[src/rtl/sram_sp_arb_pkg.sv]
// Shared constants and state encoding for the single-port SRAM arbiter.
// The optional power-up zero sweep is enabled by defining SRAM_SP_ARB_INIT_EN.
package sram_sp_arb_pkg;
    localparam int DATA_W_DEF = 128;
    localparam int ADDR_W_DEF = 4;

    typedef enum logic {
        INIT = 1'b0,
        RUN  = 1'b1
    } state_e;
endpackage

[src/rtl/sram_sp_arb_rsp_fifo.sv]
// Two-entry read-response FIFO; push and pop in one cycle keep the count unchanged.
module sram_sp_arb_rsp_fifo
    import sram_sp_arb_pkg::*;
#(
    parameter int DATA_W = DATA_W_DEF
) (
    input  logic              CLK,
    input  logic              RSTB,
    input  logic              push,
    input  logic [DATA_W-1:0] push_data,
    input  logic              pop,
    output logic [DATA_W-1:0] head,
    output logic [1:0]        count
);
    logic [DATA_W-1:0] mem [2];
    logic              wr_ptr;
    logic              rd_ptr;

    // Storage carries no reset; an empty count makes its contents irrelevant.
    always_ff @(posedge CLK) begin
        if (push) begin
            mem[wr_ptr] <= push_data;
        end
    end

    always_ff @(posedge CLK or negedge RSTB) begin
        if (!RSTB) begin
            wr_ptr <= 1'b0;
            rd_ptr <= 1'b0;
            count  <= 2'd0;
        end else begin
            if (push) wr_ptr <= ~wr_ptr;
            if (pop)  rd_ptr <= ~rd_ptr;
            case ({push, pop})
                2'b10:   count <= count + 2'd1;
                2'b01:   count <= count - 2'd1;
                default: count <= count;
            endcase
        end
    end

    assign head = mem[rd_ptr];
endmodule

[src/rtl/sram_sp_arb.sv]
// Round-robin arbiter sharing one single-port SRAM between a write and a read
// channel, with credit-limited reads; SRAM_SP_ARB_INIT_EN adds a zero-fill sweep.
module sram_sp_arb
    import sram_sp_arb_pkg::*;
#(
    parameter int DATA_W = DATA_W_DEF,
    parameter int ADDR_W = ADDR_W_DEF
) (
    input  logic              CLK,
    input  logic              RSTB,
    // All channels: a transfer happens on a rising edge where valid and ready
    // are both high; ready never looks at the same channel's valid.
    input  logic              wr_valid,
    output logic              wr_ready,
    input  logic [ADDR_W-1:0] wr_addr,
    input  logic [DATA_W-1:0] wr_data,
    input  logic              rd_valid,
    output logic              rd_ready,
    input  logic [ADDR_W-1:0] rd_addr,
    output logic              rsp_valid,
    input  logic              rsp_ready,
    output logic [DATA_W-1:0] rsp_data,
    output logic              sram_ceb,
    output logic              sram_web,
    output logic [ADDR_W-1:0] sram_a,
    output logic [DATA_W-1:0] sram_d,
    input  logic [DATA_W-1:0] sram_q,
    output logic              init_done,
    output state_e            dbg_state
);
    state_e            state;
    state_e            state_nxt;
    logic              run;
    logic              sweep;
    logic              in_flight;
    logic              prio_rd;
    logic              rd_elig;
    logic              rd_go;
    logic              wr_go;
    logic              contended;
    logic [1:0]        fifo_count;
    logic [1:0]        occupancy;
    logic [DATA_W-1:0] fifo_head;
    logic              fifo_push;
    logic              fifo_pop;

`ifdef SRAM_SP_ARB_INIT_EN
    logic [ADDR_W-1:0] init_addr;

    always_ff @(posedge CLK or negedge RSTB) begin
        if (!RSTB) begin
            init_addr <= '0;
        end else if (state == INIT) begin
            init_addr <= init_addr + 1'b1;
        end
    end

    // Gated by RSTB so the SRAM stays deselected while reset is held.
    assign sweep = (state == INIT) && RSTB;
`else
    assign sweep = 1'b0;
`endif

    always_ff @(posedge CLK or negedge RSTB) begin
        if (!RSTB) begin
            state <= INIT;
        end else begin
            state <= state_nxt;
        end
    end

    always_comb begin
        state_nxt = state;
        case (state)
`ifdef SRAM_SP_ARB_INIT_EN
            INIT:    if (&init_addr) state_nxt = RUN;
`else
            INIT:    state_nxt = RUN;
`endif
            RUN:     state_nxt = RUN;
            default: state_nxt = INIT;
        endcase
    end

    assign run       = (state == RUN);
    assign init_done = run;
    assign dbg_state = state;

    // A read needs a free response slot counting the one still in the SRAM pipe.
    assign occupancy = fifo_count + {1'b0, in_flight};
    assign rd_elig   = run && (occupancy < 2'd2);
    assign rd_ready  = rd_elig && !(wr_valid && !prio_rd);
    assign wr_ready  = run && !(rd_valid && rd_elig && prio_rd);
    assign rd_go     = rd_valid && rd_ready;
    assign wr_go     = wr_valid && wr_ready;
    assign contended = rd_valid && wr_valid && rd_elig;

    always_ff @(posedge CLK or negedge RSTB) begin
        if (!RSTB) begin
            in_flight <= 1'b0;
            prio_rd   <= 1'b1;
        end else begin
            in_flight <= rd_go;
            if (contended) prio_rd <= ~prio_rd;
        end
    end

    always_comb begin
        sram_ceb = 1'b1;
        sram_web = 1'b1;
        sram_a   = '0;
        sram_d   = '0;
        if (sweep) begin
`ifdef SRAM_SP_ARB_INIT_EN
            sram_ceb = 1'b0;
            sram_web = 1'b0;
            sram_a   = init_addr;
`endif
        end else if (wr_go) begin
            sram_ceb = 1'b0;
            sram_web = 1'b0;
            sram_a   = wr_addr;
            sram_d   = wr_data;
        end else if (rd_go) begin
            sram_ceb = 1'b0;
            sram_a   = rd_addr;
        end
    end

    // Q bypasses the FIFO when it is empty and the consumer takes it at once.
    assign fifo_push = in_flight && !((fifo_count == 2'd0) && rsp_ready);
    assign fifo_pop  = rsp_ready && (fifo_count != 2'd0);
    assign rsp_valid = in_flight || (fifo_count != 2'd0);

    always_comb begin
        rsp_data = '0;
        if (fifo_count != 2'd0) begin
            rsp_data = fifo_head;
        end else if (in_flight) begin
            rsp_data = sram_q;
        end
    end

    sram_sp_arb_rsp_fifo #(
        .DATA_W(DATA_W)
    ) u_rsp_fifo (
        .CLK      (CLK),
        .RSTB     (RSTB),
        .push     (fifo_push),
        .push_data(sram_q),
        .pop      (fifo_pop),
        .head     (fifo_head),
        .count    (fifo_count)
    );
endmodule

[config.mk]
export PLATFORM = sky130hd
export DESIGN_NAME = sram_sp_arb
export DESIGN_NICKNAME = d
export VERILOG_FILES = /design/src/rtl/sram_sp_arb_pkg.sv /design/src/rtl/sram_sp_arb_rsp_fifo.sv /design/src/rtl/sram_sp_arb.sv
export SDC_FILE = /design/constraint.sdc
export NUM_CORES = 1
export LEC_CHECK = 0
export ABC_AREA = 1
export BUFFER_PORTS_ARGS = -buffer_cell sky130_fd_sc_hd__buf_2
export CAP_MARGIN = 40
export CORE_AREA = 5 5 204 206
export CTS_BUF_LIST = sky130_fd_sc_hd__clkbuf_16
export DETAILED_ROUTE_END_ITERATION = 8
export DIE_AREA = 0 0 209 211
export HOLD_SLACK_MARGIN = 0.02
export PLACE_DENSITY = 0.69
export SKIP_LAST_GASP = 1
export SYNTH_ARGS = -nofsm -noshare
export SYNTH_HDL_FRONTEND = slang
export SYNTH_HIERARCHICAL = 1
export SYNTH_SLANG_ARGS = --single-unit
[constraint.sdc]
create_clock -name CLK -period 22.1 [get_ports CLK]
set_input_delay 4.42 -clock CLK [delete_from_list [all_inputs] [get_ports CLK]]
set_output_delay 4.42 -clock CLK [all_outputs]
set_load 0.005 [all_outputs]
[After elaboration in Yosys (flattened, before gate mapping)]
Memory sizes are Yosys's and may differ from the RTL's.
Cells that the tools add are included.
Storage, ports and cells
  bits in registers: 7
  bits in writable memories: 256
  input bits: 269
  output and inout bits: 267
  word-level logic and storage cells: 48
  memories kept: 1
Operators by class
  add/sub/neg operators: 3
  order comparisons: 1
  equal/unequal tests: 2
  multiplexer cells: 11
  bitwise gates (word level): 3
  reductions and logical operators: 21
Memory list
  u_rsp_fifo.mem: depth 2, bits a word 128, read ports 1, clocked after Yosys merged registers in 0, write ports 1, RTL line sram_sp_arb_rsp_fifo.sv:15  | logic [DATA_W-1:0] mem [2];
Operator list (number)
  128-bit 2-to-1 mux: 3
  1-bit logical AND: 13
  4-bit 2-to-1 mux: 2
  1-bit 2-to-1 mux: 5
  1-bit logical NOT: 4
  2-bit one-hot mux with 2 select lines: 1
  2-bit nonzero test: 2
  1-bit inverter: 3
  2-bit by 1-bit adder with 2-bit output: 1
  2-bit by 1-bit adder with 2-bit output, second input constant: 1
  2-bit by 1-bit equality test with 1-bit output, second input constant: 1
  2-bit equality test, second input constant: 1
  2-bit logical NOT: 1
  2-bit less-than comparator, second input constant: 1
  2-bit by 1-bit subtractor with 2-bit output, second input constant: 1
  1-bit logical OR: 1

[Longest topological paths before layout]
  depth in word-level cells: 9
  depth in mapped cells: 11
  depth with buffers taken out: 9

[Cells and area by module]
Netlist, hierarchy kept.
Modules (own cells, without submodules)
  sram_sp_arb_rsp_fifo: instances 1, cells each 690, area an instance 9631.7 µm², seq. area each 7787.5 µm²
  sram_sp_arb: instances 1, cells each 741, area an instance 3110.5 µm², seq. area each 76.3 µm²

[Least setup slack after synthesis]
OpenSTA, ideal clock, no wires.
  path kind: input -> register
  from: input rsp_ready
  to: memory u_rsp_fifo/mem[0][0] (netlist bit), enable pin
  library setup time: 0.616 ns
  arrival: 10.057 ns
  data required time: 21.484 ns
  slack: 11.426 ns
  cell stages on the path: 3
  buffers on the path: 0
  cell sequence: a21oi_1 -> inv_1 -> nor2_1
On the way
  cells in the longest elaborated chain, start to end: 5
RTL lines
  start, declared: RTL line sram_sp_arb.sv:21  | input logic rsp_ready,
  1-bit logical AND: RTL line sram_sp_arb.sv:131  | assign fifo_push = in_flight && !((fifo_count == 2'd0) && rsp_ready);
  1-bit logical NOT: RTL line sram_sp_arb.sv:131
  1-bit logical AND: RTL line sram_sp_arb.sv:131
  1-bit 2-to-1 mux: RTL line sram_sp_arb_rsp_fifo.sv:21  | if (push) begin
  1-bit 2-to-1 mux (not written as such): RTL line sram_sp_arb_rsp_fifo.sv:22  | mem[wr_ptr] <= push_data;
  end, declared: RTL line sram_sp_arb_rsp_fifo.sv:15
Every way passes these cells.

[Worst setup path after layout]
  from: input rd_valid
  to: output sram_d[33]
On the way
  cells in the longest elaborated chain, start to end: 6
RTL lines
  start, declared: RTL line sram_sp_arb.sv:17  | input logic rd_valid,
  1-bit logical AND (2 in series): RTL line sram_sp_arb.sv:93  | assign wr_ready = run && !(rd_valid && rd_elig && prio_rd);
  1-bit logical NOT: RTL line sram_sp_arb.sv:93
  1-bit logical AND: RTL line sram_sp_arb.sv:93
  1-bit logical AND: RTL line sram_sp_arb.sv:95  | assign wr_go = wr_valid && wr_ready;
  128-bit 2-to-1 mux: RTL line sram_sp_arb.sv:119  | end else if (wr_go) begin
  end, declared: RTL line sram_sp_arb.sv:26  | output logic [DATA_W-1:0] sram_d,
Every way passes these cells.

==> impl_metrics.tcl <==
set metrics [dict create \
    drt_iter0_drc 847 \
    cp.arrival_ns 6.01 \
    dp_hpwl_um 35000 \
    port_buffers 535 \
    grt_overflow 0 \
    dpl-instance-area_um2 15900 \
    crit_path_top_delay_cell "nand3_4" \
    avgSynthCellArea_um2 8.90 \
    drv_slew 0 \
    ctsRootBufferMaster "clkbuf_16" \
    syn-cell-area_um2 12700 \
    rows 73 \
    fmax_mhz 95.9 \
    hold_buffers 0 \
    antenna_left 0 \
    reg2reg_to "u_rsp_fifo/mem[1][13]" \
    cp_max_fo 100 \
    synth.ff_latch_count 263 \
    cts.path.max_buffers 3 \
    dr.pass1.iters 5 \
    outcome "completed" \
    final_cells 2484 \
    critPathCapture "sram_d[33]" \
    rsz0062_at_grt "no" \
    synth_cell_types 21 \
    die_w_um 209 \
    synth_top_area_cell "edfxtp_1" \
    routed_via_density 4.51 \
    setup_slack_ns 11.67 \
    hold_class "reg2reg" \
    ir_worst_vdd_v 0.0000758 \
    wl_um 46000 \
    p_leak_nw 8.07 \
    finClkSkew_ns 0.00567 \
    finalSetupViolations 0 \
    ys.flop_type "edfxtp_1" \
    wire_per_inst_um 18.5 \
    dp_slack_ns 11.38 \
    syn_nets 1701 \
    gp_congestion 1.01 \
    cts_tree "done" \
    grt_first_pass_wirelength_um 65300 \
    insertion_delay_ns 0.54 \
    path_clk_slew_ns 0.06 \
    synthToLayoutAreaGrowth_pct 31.9 \
    start_util_pct 32.3 \
    via_count 11200 \
    fin_setup_tns_ns 0 \
    reg2regPathDepth 8 \
    yosysTopAreaCellShare_pct 60.3 \
    drc 0 \
    async_reset_ff_share_pct 2.66 \
    cp-startpoint "rd_valid" \
    core_um2 39500 \
    post-cts-setup-buffer-count 0 \
    fin_crit_sh_pct 47.2 \
    antenna_found_initial 44 \
    grt_max_degree 104 \
    fin_crit_ns 10.43 \
    grt_use_total_pct 19.3 \
    place_inst 2422 \
    dieArea_um2 44100 \
    yosys-top-cells-count "nand2_1, inv_1, nor2_1" \
    drive_gt1_share_pct 30.7 \
    h-tree-depth 1 \
    power_per_cell_area_nw_per_um2 110 \
    yosysSeqAreaShare_pct 61.7 \
    max_stage_delay_ns 0.34 \
    crit_path_frequent_cell "buf_2" \
    required_ns 17.68 \
    timing.critical_path.from_type "input pin" \
    n_fill_cell 3993 \
    cts_resized 0 \
    max-cap-violations 0 \
    tightestPinTransition_ns 0.742 \
    num_io_pins 536 \
    critPathCaptureType "output port" \
    path_cells "buf_2 -> nand4_1 -> nand3_4 -> buf_4 -> buf_16 -> nor2_1 -> buf_2" \
    final-hold-violation-count 0 \
    cts_buffers 27 \
    slew_headroom_pct 50.6 \
    yosysMostFrequentCell "nand2_1" \
    r2r-start "in_flight" \
    fin_area_um2 16800 \
    synth-edff-count 256 \
    syn_inst 1431 \
    reg2reg_slack_ns 18.38 \
    nNetsFinal 2197 \
    synth_warnings 6 \
    first_global_vias 10700 \
    die_y_um 211 \
    synth_top_cells_by_area "edfxtp_1, nand2_1, inv_1, nor2_1, a21oi_1" \
    path_class "in2out" \
    cts_sinks 263 \
]
## where the power goes
part | switching (mW) | internal, mW
registers | 0.0364 | 0.607
clock network | 0.186 | 0.244
logic | 0.480 | 0.303
total | 0.703 | 1.15
## state kept, by name (all words and copies together), names as in the netlist
register	cells
dbg_state	1
u_rsp_fifo/mem	256
u_rsp_fifo/wr_ptr	1
prio_rd	1
u_rsp_fifo/count	2
in_flight	1
u_rsp_fifo/rd_ptr	1
## stage by stage
step | power (mW) | hold WS (ns) | util [%]
2_1_floorplan | 1.09 | 0.461 | -
3_3_place_gp | 1.41 | 0.518 | 39.9
3_5_place_dp | 1.44 | 0.530 | 40.4
4_1_cts | 1.88 | 0.542 | 42.5
5_1_grt | 1.99 | 0.570 | 42.6
6_report | 1.86 | 0.540 | 42.6
## cells in the final DEF (no fill, tap or decap), types with 4 or more instances in the layout
master       n
buf_2      535
inv_1      275
nand2_1    271
nor2_1     261
edfxtp_1   256
a21oi_1    132
o21ai_0    128
clkbuf_16   27
diode_2     12
buf_4       10
nand4_1      6
clkinv_2     6
nand3_1      5
clkinv_1     5
buf_16       5
dfrtp_1      4
## metal layers
metal / GRT usage [%] / up-vias / routed length [µm] / part of all wire [%]
met4: 7.20 / 10 / 1660 / 3.6
met5: 0 / - / 62 / 0.13
met1: 21.9 / 5042 / 17000 / 37
met2: 35.2 / 484 / 24000 / 52
li1: - / 5532 / - / -
met3: 4.60 / 126 / 3280 / 7.1
## how the worst min path moves through the flow
stage	end	slack (ns)	start	depth (start not counted)
6_report	prio_rd	0.54	prio_rd	2
2_1_floorplan	u_rsp_fifo/wr_ptr	0.46	u_rsp_fifo/wr_ptr	1
3_5_place_dp	prio_rd	0.53	prio_rd	2
4_1_cts	prio_rd	0.54	prio_rd	2
5_1_grt	u_rsp_fifo/wr_ptr	0.57	u_rsp_fifo/wr_ptr	1
3_3_place_gp	prio_rd	0.52	prio_rd	2
## worst max-delay path, delay by kind of cell
| kind | cells | cell delay [ns] |
|---|---|---|
| buffers and inverters | 4 | 0.75 |
| AND/OR/NAND/NOR | 3 | 0.76 |
## cell type report
| cell class | instances | area [µm²] | area share, % |
|---|---|---|---|
| diodes | 12 | 30.0 | 0.179 |
| multi-input cells | 813 | 3460 | 20.6 |
| clock inverters | 22 | 153 | 0.908 |
| clock buffers | 27 | 676 | 4.02 |
| repair buffers | 553 | 2950 | 17.6 |
| flip-flops and latches | 263 | 7870 | 46.8 |
| inverters | 269 | 1010 | 6.04 |
| well taps | 525 | 657 | 3.91 |
## kinds of logic after synthesis
family | share of synthesized area (%)
other cells | 0.0294
fa+ha+maj | 0.0982
compound gates | 10.2
flops | 61.7
simple gates | 16.4
xor+xnor | 0.206
buf+inv | 11.3
(Power assumes the default switching activity.)
